==> config.mk <==
export PLATFORM = sky130hd
export DESIGN_NAME = tx_frame_ctrl
export DESIGN_NICKNAME = d
export VERILOG_FILES = /design/src/rtl/tx_pkg.sv /design/src/rtl/tx_ifg_timer.sv /design/src/rtl/tx_frame_ctrl.sv
export SDC_FILE = /design/constraint.sdc
export NUM_CORES = 1
export LEC_CHECK = 0
export CAP_MARGIN = 20
export CORE_ASPECT_RATIO = 2
export CORE_MARGIN = 5
export CORE_UTILIZATION = 45
export CTS_BUF_LIST = sky130_fd_sc_hd__clkbuf_16
export CTS_CLUSTER_SIZE = 24
export DETAILED_ROUTE_END_ITERATION = 8
export HOLD_SLACK_MARGIN = 0.06
export PLACE_DENSITY = 0.73
export SETUP_SLACK_MARGIN = 0.1
export SKIP_LAST_GASP = 1
export SYNTH_ARGS = -nofsm -noshare
export SYNTH_HDL_FRONTEND = slang
export SYNTH_SLANG_ARGS = --single-unit
==> constraint.sdc <==
create_clock -name clk -period 4.2 [get_ports clk]
set_input_delay 0.63 -clock clk [delete_from_list [all_inputs] [get_ports clk]]
set_output_delay 0.63 -clock clk [all_outputs]
set_load 0.01 [all_outputs]
==> src/rtl/tx_pkg.sv <==
// Shared types and Ethernet/XGMII constants for the TX frame sequencer.
package tx_pkg;

    typedef enum logic [2:0] {
        IDLE,
        DATA,
        PAD,
        CRC,
        IFG
    } tx_state_t;

    localparam int ETH_MIN_FRAME = 60;
    localparam int ETH_MAX_FRAME = 1514;
    localparam int ETH_FCS_BYTES = 4;
    localparam int XGMII_BYTES   = 8;

endpackage

==> src/rtl/tx_ifg_timer.sv <==
// Loadable down-counter timing the inter-frame gap; done is high on the final gap cycle.
module tx_ifg_timer #(
    parameter int WIDTH = 2
) (
    input  logic             clk,
    input  logic             reset,
    input  logic             load,
    input  logic [WIDTH-1:0] load_value,
    input  logic             enable,
    output logic             done
);

    logic [WIDTH-1:0] cnt;

    always_ff @(posedge clk or posedge reset) begin
        if (reset) begin
            cnt <= '0;
        end else if (load) begin
            cnt <= load_value;
        end else if (enable && cnt != '0) begin
            cnt <= cnt - 1'b1;
        end
    end

    assign done = (cnt <= WIDTH'(1));

endmodule

==> src/rtl/tx_frame_ctrl.sv <==
// TX frame sequencer: counts client bytes per frame, pads short frames,
// strobes FCS insertion and holds off the client for the inter-frame gap.
module tx_frame_ctrl
    import tx_pkg::*;
#(
    parameter int MIN_FRAME_BYTES = ETH_MIN_FRAME,
    parameter int MAX_FRAME_BYTES = ETH_MAX_FRAME,
    parameter int IFG_BYTES       = 12,
    parameter int LEN_WIDTH       = 16
) (
    input  logic                 clk,
    input  logic                 reset,
    input  logic                 tx_start,
    input  logic                 tx_valid,
    input  logic                 tx_last,
    input  logic [2:0]           tx_last_bytes,
    output logic                 tx_ready,
    output logic [3:0]           pad_cnt,
    output logic                 crc_insert,
    output logic                 ifg_active,
    output logic [LEN_WIDTH-1:0] frame_len,
    output logic                 len_valid,
    output logic                 oversize_err,
    output logic [31:0]          frame_count
);

    localparam int IFG_CYCLES = (IFG_BYTES + XGMII_BYTES - 1) / XGMII_BYTES;
    localparam int IFG_W      = (IFG_CYCLES < 2) ? 1 : $clog2(IFG_CYCLES + 1);

    localparam logic [LEN_WIDTH-1:0] MIN_LEN  = LEN_WIDTH'(MIN_FRAME_BYTES);
    localparam logic [LEN_WIDTH-1:0] MAX_LEN  = LEN_WIDTH'(MAX_FRAME_BYTES);
    localparam logic [LEN_WIDTH-1:0] FCS_LEN  = LEN_WIDTH'(ETH_FCS_BYTES);
    localparam logic [LEN_WIDTH-1:0] WORD_LEN = LEN_WIDTH'(XGMII_BYTES);

    // Byte counts pin at all-ones instead of wrapping so oversize stays visible.
    function automatic logic [LEN_WIDTH-1:0] sat_add(input logic [LEN_WIDTH-1:0] a,
                                                     input logic [LEN_WIDTH-1:0] b);
        logic [LEN_WIDTH:0] s;
        s = {1'b0, a} + {1'b0, b};
        return s[LEN_WIDTH] ? '1 : s[LEN_WIDTH-1:0];
    endfunction

    tx_state_t state, state_next;

    logic [LEN_WIDTH-1:0] byte_cnt, byte_cnt_next;
    logic [LEN_WIDTH-1:0] pad_rem, pad_rem_next;
    logic                 first_pad, first_pad_next;

    logic [LEN_WIDTH-1:0] last_add, base_len, word_sum;
    logic [LEN_WIDTH-1:0] pad_cap, pad_amt, padded_len;
    logic                 timer_load, timer_en, ifg_done;

    always_comb begin
        last_add   = (tx_last_bytes == 3'd0) ? WORD_LEN : LEN_WIDTH'(tx_last_bytes);
        base_len   = (state == DATA) ? byte_cnt : '0;
        word_sum   = sat_add(base_len, tx_last ? last_add : WORD_LEN);
        // The first pad beat only fills what is left of the partial last word.
        pad_cap    = (first_pad && byte_cnt[2:0] != 3'd0)
                   ? WORD_LEN - LEN_WIDTH'(byte_cnt[2:0]) : WORD_LEN;
        pad_amt    = (pad_rem < pad_cap) ? pad_rem : pad_cap;
        padded_len = sat_add((byte_cnt < MIN_LEN) ? MIN_LEN : byte_cnt, FCS_LEN);
    end

    always_ff @(posedge clk or posedge reset) begin
        if (reset) begin
            state <= IDLE;
        end else begin
            state <= state_next;
        end
    end

    always_comb begin
        state_next     = state;
        byte_cnt_next  = byte_cnt;
        pad_rem_next   = pad_rem;
        first_pad_next = first_pad;
        tx_ready       = 1'b0;
        pad_cnt        = 4'd0;
        crc_insert     = 1'b0;
        len_valid      = 1'b0;
        oversize_err   = 1'b0;
        frame_len      = '0;
        ifg_active     = 1'b0;
        timer_load     = 1'b0;
        timer_en       = 1'b0;

        case (state)
            IDLE, DATA: begin
                tx_ready = 1'b1;
                if (tx_valid && (tx_start || state == DATA)) begin
                    byte_cnt_next = word_sum;
                    if (tx_last) begin
                        if (word_sum < MIN_LEN) begin
                            state_next     = PAD;
                            pad_rem_next   = MIN_LEN - word_sum;
                            first_pad_next = 1'b1;
                        end else begin
                            state_next = CRC;
                        end
                    end else begin
                        state_next = DATA;
                    end
                end
            end
            PAD: begin
                pad_cnt        = pad_amt[3:0];
                pad_rem_next   = pad_rem - pad_amt;
                first_pad_next = 1'b0;
                if (pad_rem == pad_amt) begin
                    state_next = CRC;
                end
            end
            CRC: begin
                crc_insert   = 1'b1;
                len_valid    = 1'b1;
                frame_len    = padded_len;
                oversize_err = (byte_cnt > MAX_LEN);
                timer_load   = 1'b1;
                state_next   = (IFG_CYCLES == 0) ? IDLE : IFG;
            end
            IFG: begin
                ifg_active = 1'b1;
                timer_en   = 1'b1;
                if (ifg_done) begin
                    state_next = IDLE;
                end
            end
            default: state_next = IDLE;
        endcase
    end

    always_ff @(posedge clk or posedge reset) begin
        if (reset) begin
            byte_cnt    <= '0;
            pad_rem     <= '0;
            first_pad   <= 1'b0;
            frame_count <= '0;
        end else begin
            byte_cnt  <= byte_cnt_next;
            pad_rem   <= pad_rem_next;
            first_pad <= first_pad_next;
            if (state == CRC) begin
                frame_count <= frame_count + 32'd1;
            end
        end
    end

    tx_ifg_timer #(
        .WIDTH (IFG_W)
    ) u_ifg_timer (
        .clk        (clk),
        .reset      (reset),
        .load       (timer_load),
        .load_value (IFG_W'(IFG_CYCLES)),
        .enable     (timer_en),
        .done       (ifg_done)
    );

endmodule

==> flow_metrics.py <==
metrics = {
    "worst_setup_path": {
        "cp-start-kind": "register",
        "cp-end-kind": "output port",
        "rr_endpoint": "state[0]$_DFFE_PP0P_",
        "cp-startpoint": "byte_cnt[15]$_DFFE_PP0P_",
        "critPathRequiredTime_ps": 3570,
        "cp.arrival_ps": 3350,
        "rr_worst_depth": 17,
        "reg2reg_setup_slack_ps": 230,
        "r2r_start": "byte_cnt[1]$_DFFE_PP0P_",
        "path_max_fanout": 10,
        "setup.worst_path.class": "register to output port",
        "crit_end": "frame_len[6]",
    },
    "synthesis": {
        "synth_cells": 577,
        "yosysWarnings": 0,
        "seq_area_frac_synth_pct": 36.20,
        "synth_area_mm2": 0.004838,
        "synth_seq_cells": 70,
        "synthFlopType": "dfrtp_1",
        "synth-edff-count": 0,
        "async_reset_ff_share_pct": 100.0,
        "syn-num-nets": 605,
        "synth.distinct_cells": 66,
        "syn_area_per_cell_um2": 8.385,
    },
    "die": {
        "core-area_mm2": 0.01054,
        "fp-row-count": 53,
        "start_util_pct": 45.89,
        "num_io_pins": 65,
        "die_h_um": 156.6,
        "die_x_um": 83.32,
        "die-area_mm2": 0.01305,
    },
    "layout": {
        "finalCoreUtilization_pct": 58.50,
        "syn_to_final_growth_pct": 27.49,
        "num_antenna_cells": 0,
        "fin_nets": 686,
        "drive_gt1_share_pct": 11.48,
    },
    "routing": {
        "first_iter_violations": 283,
        "ant_nets": 0,
        "viasPerCell": 5.894,
        "drc": 0,
        "vias": 4709,
        "routed_wl_um": 14080,
        "drt-pass1-iter-count": 5,
        "wl_per_cell_um": 17.62,
    },
    "timing": {
        "hold-worst-slack_ps": 477.3,
        "finalHoldViolations": 0,
        "slew_viol_final": 0,
        "maxSlewHeadroom_pct": 55.77,
        "fin_crit_ps": 3983,
        "finClkSkew_ps": 3.781,
        "fmax_mhz": 251.0,
        "layout_setup_ws_ps": 216.5,
        "fin_crit_sh_pct": 94.84,
        "rsz0062_at_grt": "true",
        "finalSetupViolCount": 0,
        "tightest_slew_ps": 658.4,
    },
    "global_routing": {
        "grt-ovfl-total": 0,
        "grt_max_degree": 71,
        "grt_pass1_vias": 4705,
        "track_usage_pct": 21.78,
        "grt_antenna_before_repair": 0,
        "grt_pass1_wl_um": 22940,
    },
    "min_path": {
        "hold_path.class": "register to register",
        "holdPathStages": 1,
    },
    "power_and_ir_drop": {
        "p_leak_nw": 2.588,
        "peakVddDrop_v": 0.0003689,
        "p_per_area_mw_per_mm2": 623.4,
        "power_mw": 3.846,
    },
    "clock_tree": {
        "hold_buffers": 0,
        "clock-sinks": 70,
        "htree_levels": 3,
        "clock_path_buffers": 2,
        "cts_root_buffer": "clkbuf_16",
        "clock_latency_ps": 340,
        "cts_buffers": 9,
        "tritoncts": "yes",
        "clk_pin_slew_ps": 60,
    },
    "place": {
        "place.gp.congestion": 0.9833,
        "preCtsSetupSlack_ps": -56.58,
        "dp_hpwl_um": 10580,
        "io_buffers": 64,
    },
    "job": {
        "max-cap-violations": 0,
    },
    "outcome": {
        "status": "complete, no violations",
    },
}
==> worst min-delay path by stage <==
| stage | start | to | slack (ps) |
|---|---|---|---|
| 4_1_cts | frame_count[31]$_DFFE_PP0P_ | frame_count[31]$_DFFE_PP0P_ | 480 |
| 6_report | frame_count[31]$_DFFE_PP0P_ | frame_count[31]$_DFFE_PP0P_ | 480 |
| 3_3_place_gp | frame_count[31]$_DFFE_PP0P_ | frame_count[31]$_DFFE_PP0P_ | 460 |
| 2_1_floorplan | pad_rem[15]$_DFFE_PP0P_ | pad_rem[15]$_DFFE_PP0P_ | 450 |
| 5_1_grt | frame_count[31]$_DFFE_PP0P_ | frame_count[31]$_DFFE_PP0P_ | 500 |
| 3_5_place_dp | frame_count[31]$_DFFE_PP0P_ | frame_count[31]$_DFFE_PP0P_ | 470 |
==> through the flow <==
| stage | std cells | cell area [µm²] | setup TNS [ps] |
|---|---|---|---|
| 3_3_place_gp | 782 | 5783 | 0 |
| 5_1_grt | 799 | 6168 | 0 |
| 6_report | 799 | 6168 | 0 |
| 4_1_cts | 797 | 6126 | 0 |
| 2_1_floorplan | 577 | 4838 | 0 |
| 3_5_place_dp | 782 | 5783 | -79.28 |
==> cells by family (layout without fill, tap and decap cells) <==
family	Yosys count	after routing	synth area share, %
AND/OR/NAND/NOR	251	251	26.20
XOR/XNOR	52	52	9.413
flip-flops	70	70	36.20
adder cells (fa/ha/maj)	20	20	5.482
AO/OA/AOI/OAI	122	122	16.24
buffers and inverters	55	140	4.965
multiplexers	7	7	1.500
==> where the power goes <==
part	switching (mW)	internal [mW]	total, mW
sequential	0.175	0.812	0.987
combinational	1.13	0.856	1.99
clock	0.294	0.576	0.871
==> cell usage in the layout (no fill, tap or decap), types with 7 or more instances in the layout <==
cell,count
inv_1,20
buf_4,38
nand2_1,62
nand3_1,27
and2_1,7
nor3_1,15
and3_1,9
a21oi_1,34
clkdlybuf4s50_1,64
xnor2_1,39
clkbuf_16,9
nand4_1,17
xor2_1,13
ha_1,17
o21ai_0,29
nor4_1,9
dfrtp_1,68
nor2_1,64
==> state kept, by name (all words and copies together) (netlist names) <==
register,count
byte_cnt,16
state,3
first_pad,1
u_ifg_timer.cnt,2
pad_rem,16
frame_count,32
==> metal layers <==
layer	global-route usage, %	up-vias	routed length [µm]
li1	-	2214	-
met1	22.82	2241	5161
met2	40.01	202	7494
met3	3.846	52	692
met4	13.25	0	731
met5	0	-	0
==> synth_stat cells, types with 3 or more instances <==
cell / count / share of area (%)
nand2_1: 63 / 4.9
nor3b_1: 4 / 0.62
or3_1: 4 / 0.52
dfrtp_1: 70 / 36
nor4_1: 9 / 1.2
o21a_1: 6 / 0.93
buf_2: 9 / 0.93
nand3b_1: 4 / 0.62
nor2b_1: 5 / 0.65
xor2_1: 13 / 2.4
o21ai_0: 33 / 3.4
and2_1: 7 / 0.91
and4_1: 3 / 0.54
a211oi_1: 4 / 0.62
inv_1: 21 / 1.6
mux2i_1: 5 / 1.0
xnor2_1: 39 / 7.1
o2111ai_1: 3 / 0.54
and3_1: 9 / 1.2
nor2_1: 64 / 5.0
a31oi_1: 6 / 0.78
nand4_1: 17 / 2.2
a21oi_1: 34 / 3.5
nand3_1: 27 / 2.8
nor3_1: 15 / 1.6
ha_1: 18 / 4.7
o211ai_1: 4 / 0.62
nand2b_1: 3 / 0.39
or2_2: 4 / 0.52
clkbuf_1: 20 / 1.6
nor4bb_1: 3 / 0.62
==> critical path: stages, from the launching register on <==
cell	delay [ps]
dfrtp_2	490
nor4b_4	390
nand4_1	250
nand2_1	180
ha_1	210
nand4_1	180
nor2_1	210
nand3_1	130
buf_4	200
a21oi_1	200
clkdlybuf4s50_1	590
==> what timing repair did <==
action                                  4_1_cts  5_1_grt
gates cloned                                  0        0
resized for setup                             4        9
buffers inserted                              0        2
pin swaps                                     0        1
endpoints found under the setup margin       23       27
==> final cells by class <==
type	instances	area [µm²]
clock buffer	9	225.2
clock inverter	6	111.4
fill	961	4375
inverter	22	82.58
multi-input combinational	452	2878
sequential	70	1754
tap	137	171.4
timing repair buffer	103	945.9
No activity file was read; power rests on OpenSTA's default activity.
